<file path="config.mk">
export PLATFORM = sky130hd
export DESIGN_NAME = motion_y_ctrl_flat
export DESIGN_NICKNAME = d
export VERILOG_FILES = /design/src/rtl/motion_y_ctrl_pkg.sv /design/src/rtl/motion_y_ctrl_if.sv /design/src/rtl/motion_y_ctrl_rise_det.sv /design/src/rtl/motion_y_ctrl.sv /design/src/flat_wrapper.sv
export SDC_FILE = /design/constraint.sdc
export NUM_CORES = 1
export LEC_CHECK = 0
export BUFFER_PORTS_ARGS = -buffer_cell sky130_fd_sc_hd__buf_2
export CORE_ASPECT_RATIO = 0.9
export CORE_MARGIN = 2
export CORE_UTILIZATION = 63
export CTS_BUF_LIST = sky130_fd_sc_hd__clkbuf_2
export DETAILED_ROUTE_END_ITERATION = 6
export HOLD_SLACK_MARGIN = 0.06
export PLACE_DENSITY = 0.87
export SLEW_MARGIN = 20
export SYNTH_ARGS = -nofsm -noshare
export SYNTH_HDL_FRONTEND = slang
export SYNTH_SLANG_ARGS = --single-unit
</file>
<file path="constraint.sdc">
create_clock -name CLK -period 5.6 [get_ports CLK]
set_input_delay 1.68 -clock CLK [delete_from_list [all_inputs] [get_ports CLK]]
set_output_delay 1.68 -clock CLK [all_outputs]
set_load 0.005 [all_outputs]
</file>
<file path="src/rtl/motion_y_ctrl_pkg.sv">
// Shared types and fixed-point helpers for the vertical motion controller.
// Exports the motion state encoding plus to_fix/sat_add arithmetic helpers.
package motion_pkg;

    typedef enum logic [1:0] {
        GROUNDED = 2'd0,
        RISING   = 2'd1,
        FALLING  = 2'd2
    } motion_state_t;

    // Integer pixels to fixed point with frac fractional bits.
    function automatic int to_fix(input int px, input int frac);
        return px <<< frac;
    endfunction

    // Add, then clamp against an upper bound.
    // int is wider than any velocity, so the sum cannot wrap.
    function automatic int sat_add(input int a, input int b, input int hi);
        int s;
        s = a + b;
        return (s > hi) ? hi : s;
    endfunction

endpackage

</file>
<file path="src/rtl/motion_y_ctrl_if.sv">
// Frame-control and motion-output bundle for one sprite's vertical motion.
// master: drives Step_en/Jump/Grd_hit/Ceil_hit/Freeze; slave: drives Y_Move/Airborne/Jumps_left.
interface motion_y_ctrl_if #(
    parameter int W         = 10,
    parameter int MAX_JUMPS = 2
);
    localparam int JW = $clog2(MAX_JUMPS + 1);

    logic          Step_en;
    logic          Jump;
    logic          Grd_hit;
    logic          Ceil_hit;
    logic          Freeze;
    logic [W-1:0]  Y_Move;
    logic          Airborne;
    logic [JW-1:0] Jumps_left;

    modport master (
        output Step_en, Jump, Grd_hit, Ceil_hit, Freeze,
        input  Y_Move, Airborne, Jumps_left
    );

    modport slave (
        input  Step_en, Jump, Grd_hit, Ceil_hit, Freeze,
        output Y_Move, Airborne, Jumps_left
    );
endinterface

</file>
<file path="src/rtl/motion_y_ctrl_rise_det.sv">
// Registered rising-edge detector: rise = D & ~D(previous CLK).
// Ports: CLK, Reset_n (async active-low), D in, Rise out.
module rise_det (
    input  logic CLK,
    input  logic Reset_n,
    input  logic D,
    output logic Rise
);
    logic d_q;

    always_ff @(posedge CLK or negedge Reset_n) begin
        if (!Reset_n) d_q <= 1'b0;
        else          d_q <= D;
    end

    assign Rise = D & ~d_q;
endmodule

</file>
<file path="src/rtl/motion_y_ctrl.sv">
// Vertical motion generator: gravity, jump impulse, terminal clamp, jump budget, ceiling bounce.
// Ports: CLK, Reset_n (async active-low), bus (motion_y_ctrl_if.slave).
module motion_y_ctrl
    import motion_pkg::*;
#(
    parameter int W         = 10,
    parameter int FRAC      = 4,
    parameter int GRAVITY   = 6,
    parameter int JUMP_VEL  = 7,
    parameter int VMAX_DOWN = 8,
    parameter int MAX_JUMPS = 2
) (
    input logic           CLK,
    input logic           Reset_n,
    motion_y_ctrl_if.slave bus
);
    localparam int VW = W + FRAC;
    localparam int JW = $clog2(MAX_JUMPS + 1);

    localparam logic signed [VW-1:0] V_JUMP = VW'(-to_fix(JUMP_VEL, FRAC));
    localparam int                   V_MAX  = to_fix(VMAX_DOWN, FRAC);
    localparam logic [JW-1:0]        J_MAX  = JW'(MAX_JUMPS);
    localparam logic [JW-1:0]        J_AIR  = JW'(MAX_JUMPS - 1);

    motion_state_t         state, state_n;
    logic signed [VW-1:0]  vel, vel_n, vel_grav;
    logic [JW-1:0]         jl, jl_n;
    logic                  pend, pend_n;
    logic                  rise;
    logic                  jump_ok;

    rise_det u_rise (
        .CLK     (CLK),
        .Reset_n (Reset_n),
        .D       (bus.Jump),
        .Rise    (rise)
    );

    // An edge arriving on the step cycle itself still counts.
    assign jump_ok  = (pend | rise) && (jl != '0);
    assign vel_grav = VW'(sat_add(int'(vel), GRAVITY, V_MAX));

    always_comb begin
        state_n = state;
        vel_n   = vel;
        jl_n    = jl;
        pend_n  = pend | rise;
        if (bus.Freeze) begin
            pend_n = 1'b0;
        end else if (bus.Step_en) begin
            pend_n = 1'b0;
            if (state == GROUNDED) begin
                if (jump_ok) begin
                    state_n = RISING;
                    vel_n   = V_JUMP;
                    jl_n    = jl - 1'b1;
                end else if (!bus.Grd_hit) begin
                    // Walked off a ledge: the ground jump is spent.
                    state_n = FALLING;
                    vel_n   = '0;
                    jl_n    = J_AIR;
                end else begin
                    vel_n = '0;
                    jl_n  = J_MAX;
                end
            end else begin
                if (jump_ok) begin
                    state_n = RISING;
                    vel_n   = V_JUMP;
                    jl_n    = jl - 1'b1;
                end else if (bus.Ceil_hit && vel < 0) begin
                    state_n = FALLING;
                    vel_n   = '0;
                end else if (bus.Grd_hit && vel >= 0) begin
                    state_n = GROUNDED;
                    vel_n   = '0;
                    jl_n    = J_MAX;
                end else begin
                    vel_n   = vel_grav;
                    state_n = (vel_grav < 0) ? RISING : FALLING;
                end
            end
        end
    end

    always_ff @(posedge CLK or negedge Reset_n) begin
        if (!Reset_n) begin
            state <= GROUNDED;
            vel   <= '0;
            jl    <= J_MAX;
            pend  <= 1'b0;
        end else begin
            state <= state_n;
            vel   <= vel_n;
            jl    <= jl_n;
            pend  <= pend_n;
        end
    end

    // Upper bits of vel are the floored arithmetic shift by FRAC.
    assign bus.Y_Move     = bus.Freeze ? '0 : vel[VW-1:FRAC];
    assign bus.Airborne   = (state != GROUNDED);
    assign bus.Jumps_left = jl;
endmodule
</file>
<file path="src/flat_wrapper.sv">
// flat-port wrapper written by rule: the top's interface ports become plain ports
module motion_y_ctrl_flat import motion_pkg::*;
#(
    parameter int W         = 10,
    parameter int FRAC      = 4,
    parameter int GRAVITY   = 6,
    parameter int JUMP_VEL  = 7,
    parameter int VMAX_DOWN = 8,
    parameter int MAX_JUMPS = 2
)
  (CLK, Reset_n, bus_Step_en, bus_Jump, bus_Grd_hit, bus_Ceil_hit, bus_Freeze, bus_Y_Move, bus_Airborne, bus_Jumps_left);
  motion_y_ctrl_if #(.W(W), .MAX_JUMPS(MAX_JUMPS)) bus_i ();
  input logic CLK;
  input logic Reset_n;
  input wire logic [$bits(bus_i.Step_en)-1:0] bus_Step_en;
  input wire logic [$bits(bus_i.Jump)-1:0] bus_Jump;
  input wire logic [$bits(bus_i.Grd_hit)-1:0] bus_Grd_hit;
  input wire logic [$bits(bus_i.Ceil_hit)-1:0] bus_Ceil_hit;
  input wire logic [$bits(bus_i.Freeze)-1:0] bus_Freeze;
  output wire logic [$bits(bus_i.Y_Move)-1:0] bus_Y_Move;
  output wire logic [$bits(bus_i.Airborne)-1:0] bus_Airborne;
  output wire logic [$bits(bus_i.Jumps_left)-1:0] bus_Jumps_left;
  assign bus_i.Step_en = bus_Step_en;
  assign bus_i.Jump = bus_Jump;
  assign bus_i.Grd_hit = bus_Grd_hit;
  assign bus_i.Ceil_hit = bus_Ceil_hit;
  assign bus_i.Freeze = bus_Freeze;
  assign bus_Y_Move = bus_i.Y_Move;
  assign bus_Airborne = bus_i.Airborne;
  assign bus_Jumps_left = bus_i.Jumps_left;
  motion_y_ctrl #(.W(W), .FRAC(FRAC), .GRAVITY(GRAVITY), .JUMP_VEL(JUMP_VEL), .VMAX_DOWN(VMAX_DOWN), .MAX_JUMPS(MAX_JUMPS)) u_core (.CLK(CLK), .Reset_n(Reset_n), .bus(bus_i));
endmodule
</file>
==> results by group <==
Clocking
  – Longest Clk Path Bufs: 2
  – Clock transition at the registers of the reported paths: 0.17 ns
  – Hold_buf cts: 0
  – Total CTS buffers: 3
  – CTS Sinks: 19
  – Setup bufs post-CTS: 0
  – Post_cts resized: 0
  – Clk Latency, worst-skew pair: 0.32 ns
  – H-tree levels: 1
  – TritonCTS clock tree: built
  – Root Driver: clkbuf_2

Critical path
  – WP data arrival: 2.12 ns
  – Worst stage delay on the critical path: 0.18 ns
  – Startpoint Class: primary input
  – Crit. End Element: output port
  – Largest delay share family, worst path: buffers and inverters
  – Crit path top cell by count: buf_2
  – Crit path kind: in2out
  – CP Data Required Time: 3.92 ns
  – Crit path buf inv count: 2
  – Worst-path cell chain: buf_2 -> nor2b_1 -> buf_2
  – Largest fanout on the critical path: 13
  – Crit-path slowest cell: buf_2

STA
  – Worst-Margin Slew: between 0.9 and 1 ns
  – Setup_tns: 0 ns
  – F_max: around 0.26 GHz
  – Fin crit share: 67.89%
  – RSZ-0062 raised after global routing: no
  – Hold Violations, Final: 0
  – Slew HR: 39.81%
  – Min Tclk post-route: around 3.8 ns
  – Final setup vio count: 0
  – Final slew viol count: 0
  – Final Worst Setup Slack: 1.798 ns
  – Clock skew: between 0.004 and 0.005 ns

GRT
  – Met3 usage: roughly 6.6%
  – Vias in the first global route: between 1,000 and 1,500
  – Pin count of the biggest net entering global routing: 20
  – First-pass GRT wire length: ~5000 um
  – Met2 usage: between 40% and 50%
  – GR Overflow Total: 0
  – Gr usage total: 27.14%
  – Busiest layer in global routing: met2
  – Met1 usage: 36.59%
  – Initial antenna violation count: 0

Placement
  – Setup WS pre-CTS: 1.794 ns
  – Port buffer count: 19
  – Placer Congestion: ~0.90
  – Detailed Place HPWL: around 2200 um

Logic synthesis
  – Post-synth ARST share: 100.0%
  – Compound-Gate Fraction of Synth Area: between 20% and 30%
  – Ys flop type: dfrtp_1
  – Post-synthesis sequential area ratio: 35.18%
  – Count leader, synth: dfrtp_1
  – Syn_nets: roughly 170
  – Yosys cell types: between 40 and 50
  – Seq cells post-synth: 19
  – Post-synthesis mux area share: approximately 1.5%
  – Synth Area per Inst: 8.469 um^2
  – Post-synth top cells: dfrtp_1 (18), nand2_1 (16), inv_1 (11), nor2_1 (10)
  – Area leader, netlist: dfrtp_1
  – Largest family of logic cells by synthesized area: compound AO/OA/AOI/OAI gates
  – Mapped cell area: 1355 um^2
  – Xor/xnor share of the synthesized area: between 1.5 and 2%
  – Gate Count Post-Synth: 160
  – Post-synth EDFFs: 0
  – Post-Synth Simple-Gate Area: 23.82%
  – Synth Area in Adders: 1.847%
  – Post-synth top area share: roughly 33%
  – Yosys warns: 0
  – Synth top area cells: dfrtp_1 (33%), nand2_1 (4.4%), nor2b_1 (4.2%), a21oi_1 (3.3%), o21ai_0 (3.3%)

Route
  – Routed wire length: between 2000 and 3000 um
  – DRC: 0
  – DR pass1 iterations: 4
  – Via count: around 1,300
  – Final ANT Viol Nets: 0
  – Via/cell ratio: around 6.3
  – Initial drt markers: 59
  – Avg WL per Cell: 15.04 um

Power and ir drop
  – Leak Pwr: between 0.0006 and 0.0007 uW
  – Worst vdd ir: between 150 and 200 uV
  – Power Dens Cells: between 300 and 400 nW/um^2

Die
  – Die H: 48.00 um
  – I/O pin cnt: 20
  – Die Width: between 50 and 60 um
  – Initial core utilization: 68.76%
  – FP Rows: 15
  – Core footprint: a little under 2000 um^2
  – Die area: between 2000 and 3000 um^2

Final layout
  – Util after Layout: between 70% and 80%
  – Final antenna diode count: 0
  – Proportion of layout cells with a drive suffix above 1: between 20% and 30%
  – # fillers: approximately 160
  – Nets: around 180
  – Area delta synth->final: 7.017%

Hold path
  – Worst hold path class: reg2reg

Outcome
  – Status: finished clean

Flow run
  – Max-cap violations: 0
sequential cells by signal, summed over array words and instances (netlist names):
| name | count |
|---|---|
| u_core.vel | 13 |
| u_core.bus.Jumps_left | 2 |
| u_core.pend | 1 |
| u_core.u_rise.d_q | 1 |
| u_core.state | 2 |
cell type report:
class | count | area (um^2) | share of cell area (%)
inverters | 11 | 41.29 | 2.847
clock buffers | 4 | 20.02 | 1.381
multi-input cells | 121 | 785.8 | 54.18
flip-flops and latches | 19 | 476.7 | 32.87
repair buffers | 19 | 95.09 | 6.557
well taps | 25 | 31.28 | 2.157
final timing paths:
path | slack (ns) | startpoint | cells past startpoint | endpoint
setup / recovery | 1.80 | bus_Freeze | 3 | bus_Y_Move[0]
hold / removal | 0.52 | u_core.state[0]$_DFFE_PN0P_ | 1 | u_core.state[0]$_DFFE_PN0P_
setup reg to reg | 2.96 | u_core.vel[1]$_DFFE_PN0P_ | 9 | u_core.vel[12]$_DFFE_PN0P_
hold reg to reg | 0.52 | u_core.state[0]$_DFFE_PN0P_ | 1 | u_core.state[0]$_DFFE_PN0P_
max in group asynchronous | 4.01 | Reset_n | 1 | u_core.bus.Jumps_left[1]$_DFFE_PN1P_
min in group asynchronous | 1.26 | Reset_n | 1 | u_core.vel[4]$_DFFE_PN0P_
placed cells by master (no fill, tap or decap), types with 5 or more instances in the layout:
| cell | n |
|---|---|
| inv_1 | 11 |
| or3_1 | 5 |
| o21ai_0 | 9 |
| nor2b_1 | 9 |
| a21oi_1 | 9 |
| dfrtp_1 | 18 |
| nor2_1 | 10 |
| buf_2 | 19 |
| nand2_1 | 16 |
power breakdown:
part,switching [uW],leakage [uW],total (uW),internal (uW)
logic,127,0.000423,236,109
registers,62.7,0.000240,243,180
clock network,43.6,0.0000166,62.5,18.9
stage by stage:
step           hold WS, ns  area (um^2)  total power (uW)  std cells
2_1_floorplan       0.4558         1355             414.5        160
3_3_place_gp        0.4677         1430             464.3        195
3_5_place_dp        0.4808         1430             479.3        195
4_1_cts             0.5203         1450             540.3        199
5_1_grt             0.5236         1450             591.1        199
6_report            0.5154         1450             540.9        199
per-layer routing:
layer,up-vias,wire length (um)
li1,613,-
met1,581,1346
met4,0,50
met5,-,0
met2,50,1399
met3,10,198
logic make-up (layout without fill, tap and decap cells):
family          count (synthesis)  in the layout
fa+ha+maj                       2              2
compound gates                 54             54
buf+inv                        20             34
mux                             2              2
flops                          19             19
simple gates                   60             60
xor+xnor                        3              3
Power figures use the tool's default switching activity.
